`src/rtl/ball_motion_ctl.sv`:
```
// Per-frame ball motion controller: advances the ball centre at vblank start,
// bounces it off walls, paddle and bricks, and sequences serve/lost/game-over.
module ball_motion_ctl #(
  parameter int H_RES    = 800,
  parameter int V_RES    = 600,
  parameter int BALL_R   = 10,
  parameter int SPEED    = 2,
  parameter int PADDLE_Y = 560,
  parameter int PADDLE_W = 100,
  parameter int LIVES    = 3
) (
  input  logic        pclk,
  input  logic        reset,
  input  logic        vblnk_in,
  input  logic [10:0] paddle_x,
  input  logic        launch,
  input  logic        brick_hit,
  output logic [10:0] ball_x,
  output logic [10:0] ball_y,
  output logic        ball_en,
  output logic        ball_lost,
  output logic [2:0]  lives,
  output logic        game_over
);

  typedef enum logic [1:0] {STICK, MOVE, LOST, OVER} state_e;

  localparam logic [10:0]        SERVE_DX   = 11'(PADDLE_W / 2);
  localparam logic [10:0]        SERVE_Y    = 11'(PADDLE_Y - BALL_R);
  localparam logic [10:0]        X_RIGHT    = 11'(H_RES - 1 - BALL_R);
  localparam logic [10:0]        Y_TOP      = 11'(BALL_R);
  localparam logic [2:0]         LIVES_INIT = 3'(LIVES);
  localparam logic signed [12:0] SPD        = 13'(SPEED);
  localparam logic signed [12:0] RAD        = 13'(BALL_R);
  localparam logic signed [12:0] VRES       = 13'(V_RES);
  localparam logic signed [12:0] PADY       = 13'(PADDLE_Y);
  localparam logic signed [12:0] PADW       = 13'(PADDLE_W);
  localparam logic signed [12:0] XMAX       = 13'(H_RES - 1);

  state_e      state_q, state_d;
  logic        vblnk_q;
  logic [10:0] ball_x_q, ball_x_d, ball_y_q, ball_y_d;
  logic        dx_neg_q, dx_neg_d, dy_neg_q, dy_neg_d;
  logic        hit_pend_q, hit_pend_d;
  logic [2:0]  lives_q, lives_d;
  logic        ball_lost_q, ball_lost_d;
  logic        ball_en_q, ball_en_d;
  logic        game_over_q, game_over_d;

  logic              tick;
  logic signed [12:0] nx, ny, px;
  logic              paddle_hit, bottom;

  always_comb begin
    tick = vblnk_in & ~vblnk_q;
    nx   = $signed({2'b00, ball_x_q}) + (dx_neg_q ? -SPD : SPD);
    ny   = $signed({2'b00, ball_y_q}) + (dy_neg_q ? -SPD : SPD);
    px   = $signed({2'b00, paddle_x});
    paddle_hit = ~dy_neg_q && (ny + RAD >= PADY) && (nx >= px) && (nx <= px + PADW);
    bottom     = (ny + RAD >= VRES) && !paddle_hit;

    state_d     = state_q;
    ball_x_d    = ball_x_q;
    ball_y_d    = ball_y_q;
    dx_neg_d    = dx_neg_q;
    dy_neg_d    = dy_neg_q;
    lives_d     = lives_q;
    ball_lost_d = 1'b0;
    hit_pend_d  = hit_pend_q | brick_hit;

    if (tick) begin
      // a hit arriving on the update cycle itself is held for the next frame
      hit_pend_d = brick_hit;
      unique case (state_q)
        STICK: begin
          ball_x_d = paddle_x + SERVE_DX;
          ball_y_d = SERVE_Y;
          if (launch) begin
            state_d  = MOVE;
            dx_neg_d = 1'b0;
            dy_neg_d = 1'b1;
          end
        end
        MOVE: begin
          if (bottom) begin
            state_d     = LOST;
            ball_lost_d = 1'b1;
            lives_d     = (lives_q != '0) ? lives_q - 3'd1 : '0;
          end else begin
            if (paddle_hit) begin
              ball_y_d = SERVE_Y;
              dy_neg_d = 1'b1;
            end else begin
              dy_neg_d = dy_neg_q ^ hit_pend_q;
              ball_y_d = 11'(ny);
              if (ny - RAD < 13'sd0) begin
                ball_y_d = Y_TOP;
                dy_neg_d = 1'b0;
              end
            end
            if (nx - RAD < 13'sd0) begin
              ball_x_d = Y_TOP;
              dx_neg_d = 1'b0;
            end else if (nx + RAD > XMAX) begin
              ball_x_d = X_RIGHT;
              dx_neg_d = 1'b1;
            end else begin
              ball_x_d = 11'(nx);
            end
          end
        end
        LOST: begin
          if (lives_q != '0) begin
            state_d  = STICK;
            ball_x_d = paddle_x + SERVE_DX;
            ball_y_d = SERVE_Y;
          end else begin
            state_d = OVER;
          end
        end
        OVER: begin
          if (launch) begin
            state_d  = STICK;
            lives_d  = LIVES_INIT;
            ball_x_d = paddle_x + SERVE_DX;
            ball_y_d = SERVE_Y;
          end
        end
        default: state_d = STICK;
      endcase
    end

    ball_en_d   = (state_d == STICK) || (state_d == MOVE);
    game_over_d = (state_d == OVER);
  end

  always_ff @(posedge pclk or negedge reset) begin
    if (!reset) begin
      state_q     <= STICK;
      vblnk_q     <= 1'b0;
      ball_x_q    <= SERVE_DX;
      ball_y_q    <= SERVE_Y;
      dx_neg_q    <= 1'b0;
      dy_neg_q    <= 1'b1;
      hit_pend_q  <= 1'b0;
      lives_q     <= LIVES_INIT;
      ball_lost_q <= 1'b0;
      ball_en_q   <= 1'b1;
      game_over_q <= 1'b0;
    end else begin
      state_q     <= state_d;
      vblnk_q     <= vblnk_in;
      ball_x_q    <= ball_x_d;
      ball_y_q    <= ball_y_d;
      dx_neg_q    <= dx_neg_d;
      dy_neg_q    <= dy_neg_d;
      hit_pend_q  <= hit_pend_d;
      lives_q     <= lives_d;
      ball_lost_q <= ball_lost_d;
      ball_en_q   <= ball_en_d;
      game_over_q <= game_over_d;
    end
  end

  assign ball_x    = ball_x_q;
  assign ball_y    = ball_y_q;
  assign ball_en   = ball_en_q;
  assign ball_lost = ball_lost_q;
  assign lives     = lives_q;
  assign game_over = game_over_q;

endmodule
```
`config.mk`:
```
export PLATFORM = sky130hd
export DESIGN_NAME = ball_motion_ctl
export DESIGN_NICKNAME = d
export VERILOG_FILES = /design/src/rtl/ball_motion_ctl.sv
export SDC_FILE = /design/constraint.sdc
export NUM_CORES = 1
export LEC_CHECK = 0
export BUFFER_PORTS_ARGS = -buffer_cell sky130_fd_sc_hd__buf_2
export CAP_MARGIN = 20
export CORE_MARGIN = 2
export CORE_UTILIZATION = 65
export DETAILED_ROUTE_END_ITERATION = 16
export PLACE_DENSITY = 0.89
export SLEW_MARGIN = 20
export SYNTH_ARGS = -nofsm -noshare
export SYNTH_HDL_FRONTEND = slang
export SYNTH_SLANG_ARGS = --single-unit
```
`constraint.sdc`:
```
create_clock -name pclk -period 10.4 [get_ports pclk]
set_input_delay 0.52 -clock pclk [delete_from_list [all_inputs] [get_ports pclk]]
set_output_delay 0.52 -clock pclk [all_outputs]
set_load 0.02 [all_outputs]
```
==> qor.csv <==
metric;value;unit
finalHoldViolCount;0;
routed-via-count;4449;
yosys-top-cells-area;sky130_fd_sc_hd__ha_1 (13%), sky130_fd_sc_hd__dfrtp_1 (13%), sky130_fd_sc_hd__dfstp_2 (6.7%);
cts-hold-fix-buffers;0;
core.rowCount;29;
setup-tns-final;0;ns
synth_cell_types;78;
required;10.57;ns
hpwlAfterDp;9130;microns
fp.dieH;85.2;microns
asyncSetResetFlopFracSynth;1.00;
vias_per_cell;6.89;
finalMaxSlewViolations;0;
synth_area_per_cell;8.03;sq um
synthesis.area;0.00429;sq mm
maximum_number_of_pins_on_one_net_before_global_route_repair;34;
synthesis.instances;534;
post-cts-setup-buffer-count;0;
insertion_delay;0.29;ns
drt_iter0_markers;353;
clock_tree.root_cell;sky130_fd_sc_hd__clkbuf_8;
synth_top_area_share;0.134;
synth_edf_count;0;
detail_route.drc_violations;0;
antenna_found_initial;0;
grt_util_met2;0.532;
worst_setup_path_start_kind;flip-flop;
fin_crit_sh;0.536;
synth.largest_area_cell;sky130_fd_sc_hd__ha_1;
clock-sinks;33;
postRouteWirelength;11700;microns
count_of_final_setup_violators;0;
rsz0062_at_grt;no;
via_count_of_the_first_global_routing_pass;4216;
final_common_cell;sky130_fd_sc_hd__ha_1;
clk_path_buf_depth;2;
timing.critical_path.to;ball_y[3];
seq_area_frac_synth;0.196;
grt.total_usage;0.339;
first_pass_grt_wire_length;20300;microns
critical_path.startpoint;dx_neg_q;
synth-xor-area-share;0.0654;
max_transition_margin;0.515;
pin_count;44;
route.detailed.wl_per_inst;18.0;microns
crit_arrival;5.74;ns
ys.warnings.count;0;
io_buffers;42;
tightestPinTransition;0.728;ns
grt.met3_usage;0.0467;
synth_adder_area_share;0.144;
drt-pass1-iter-count;5;
regToRegSetupSlack;4.82;ns
clkTransAtPathRegs;0.07;ns
worstRegToRegCells;17;
cts_tree;yes;
ys_ff_latch;33;
outcome;completed;
gp_congestion;0.951;
worst_hold_path_type;input pin to asynchronous set/reset pin;
antenna_left;0;
grt.overflow.total;0;
skew;0.00841;ns
ctsHtreeMaxLevel;2;
dieWidth;85.2;microns
numCtsBuffers;5;
coreArea;0.00635;sq mm
layout.cells.most_common_list;sky130_fd_sc_hd__ha_1 (46), sky130_fd_sc_hd__a21oi_1 (42), sky130_fd_sc_hd__buf_2 (42), sky130_fd_sc_hd__inv_1 (38), sky130_fd_sc_hd__nor2_1 (34);
finish.net_count;632;
die_footprint;0.00726;sq mm
area_growth_syn_to_layout;8.37;%
top_usage_layer;met2;
antenna_cells;0;
end_kind;flip-flop;
final.min_clock_period;5.58;ns
timing.critical_path.fanout_max;20;
synth_nets;598;
synth_top_family_by_area;compound AO/OA/AOI/OAI gates;
drive_gt1_frac;0.139;
fmax;179;MHz
initial_utilization;0.675;
synth_mux_area_frac;0.0222;
met1_demand_to_capacity_share_in_global_routing;0.496;
maxCapViolations;0;
synth_compound_area_frac;0.315;
synth_simple_gate_area_share;0.203;
cts-resized-gates;0;
worstReg2RegStart;dx_neg_q;
timing_worst_setup_path_type;flip-flop to flip-flop;
regToRegEndpoint;ball_y[3];
synth_top_flop_cell;sky130_fd_sc_hd__dfrtp_1;
[logic make-up (layout without fill, tap and decap cells)]
kind of cell,count (synthesis),after routing
and+or+nand+nor,161,161
other,1,1
DFF,33,33
muxes,9,9
xor gates and xnor gates,32,32
buffers and inverters,57,92
adders and majority gates,48,48
AOI/OAI and AO/OA,193,193
[worst min-delay path by stage]
stage,endpoint,slack [ns],cells after the start
6_report,game_over,0.28,1
5_1_grt,ball_lost,0.34,1
4_1_cts,ball_y[4],0.30,1
3_5_place_dp,ball_y[5],0.48,2
3_3_place_gp,ball_y[5],0.47,2
2_1_floorplan,ball_lost,0.22,0
[worst max-delay path, stage by stage, from the launching register on]
cell,delay [ns]
sky130_fd_sc_hd__dfrtp_1,0.76
sky130_fd_sc_hd__ha_1,0.42
sky130_fd_sc_hd__a211oi_2,0.41
sky130_fd_sc_hd__o21ai_1,0.15
sky130_fd_sc_hd__a21o_1,0.22
sky130_fd_sc_hd__xnor2_1,0.47
sky130_fd_sc_hd__inv_1,0.18
sky130_fd_sc_hd__ha_1,0.34
sky130_fd_sc_hd__nand4_1,0.07
sky130_fd_sc_hd__nor4_1,0.29
sky130_fd_sc_hd__a21oi_1,0.12
sky130_fd_sc_hd__o31ai_1,0.07
sky130_fd_sc_hd__a21oi_1,0.08
sky130_fd_sc_hd__nor4b_1,0.46
sky130_fd_sc_hd__a21boi_2,0.36
sky130_fd_sc_hd__nor4_4,0.10
sky130_fd_sc_hd__nor2_2,0.57
sky130_fd_sc_hd__mux2_1,0.38
[per-stage QoR]
stage,util,hold WS [ns],setup WS [ns],cells,area [sq um]
floorplan,-,0.224,6.13,534,4290
global route,0.732,0.337,4.46,646,4650
CTS,0.732,0.300,4.95,646,4650
detailed placement,0.713,0.477,5.00,638,4530
global placement,0.713,0.469,5.20,638,4530
finish,0.732,0.282,4.82,646,4650
[layer usage]
layer  wire (microns)  share of wire
met4              225          0.019
met2             5250           0.45
met1             5170           0.44
met5                0              0
met3             1010          0.087
[cells in the mapped netlist (3+ instances only)]
cell	count
sky130_fd_sc_hd__a211o_1	4
sky130_fd_sc_hd__a211oi_1	11
sky130_fd_sc_hd__a21o_1	18
sky130_fd_sc_hd__a21oi_1	42
sky130_fd_sc_hd__a221oi_1	3
sky130_fd_sc_hd__a22o_1	5
sky130_fd_sc_hd__a22oi_1	3
sky130_fd_sc_hd__a2bb2oi_1	5
sky130_fd_sc_hd__a31oi_1	5
sky130_fd_sc_hd__a32o_1	3
sky130_fd_sc_hd__and2_1	5
sky130_fd_sc_hd__and3_1	6
sky130_fd_sc_hd__buf_4	3
sky130_fd_sc_hd__clkbuf_1	13
sky130_fd_sc_hd__dfrtp_1	22
sky130_fd_sc_hd__dfstp_2	11
sky130_fd_sc_hd__ha_1	46
sky130_fd_sc_hd__inv_1	38
sky130_fd_sc_hd__mux2_1	3
sky130_fd_sc_hd__mux2i_1	5
sky130_fd_sc_hd__nand2_1	32
sky130_fd_sc_hd__nand2b_1	7
sky130_fd_sc_hd__nand3_1	18
sky130_fd_sc_hd__nand4_1	11
sky130_fd_sc_hd__nor2_1	34
sky130_fd_sc_hd__nor2b_1	3
sky130_fd_sc_hd__nor3_1	14
sky130_fd_sc_hd__nor4_1	4
sky130_fd_sc_hd__nor4b_1	4
sky130_fd_sc_hd__o211ai_1	10
sky130_fd_sc_hd__o21a_1	10
sky130_fd_sc_hd__o21ai_0	31
sky130_fd_sc_hd__o21bai_1	4
sky130_fd_sc_hd__o22a_1	3
sky130_fd_sc_hd__o31ai_1	5
sky130_fd_sc_hd__or3_1	5
sky130_fd_sc_hd__or4_1	3
sky130_fd_sc_hd__xnor2_1	26
sky130_fd_sc_hd__xor2_1	6
[sequential cells by signal (all words and copies together), names as in the netlist]
name,flops
ball_en,1
ball_lost,1
ball_x,11
ball_y,10
dx_neg_q,1
dy_neg_q,1
game_over,1
hit_pend_q,1
lives,3
state_q,2
vblnk_q,1
[cell type report]
cell class	count	area, sq um
clock buffer	7	86.3
clock inverter	1	30.0
fill	516	1700
inverter	39	146
multi-input combinational	444	3220
sequential	33	840
tap	77	96.3
timing repair buffer	45	233
Power is left out: the tool's default activity adds up to more than one toggle a clock period on the data nets, which glitch-free logic cannot reach.
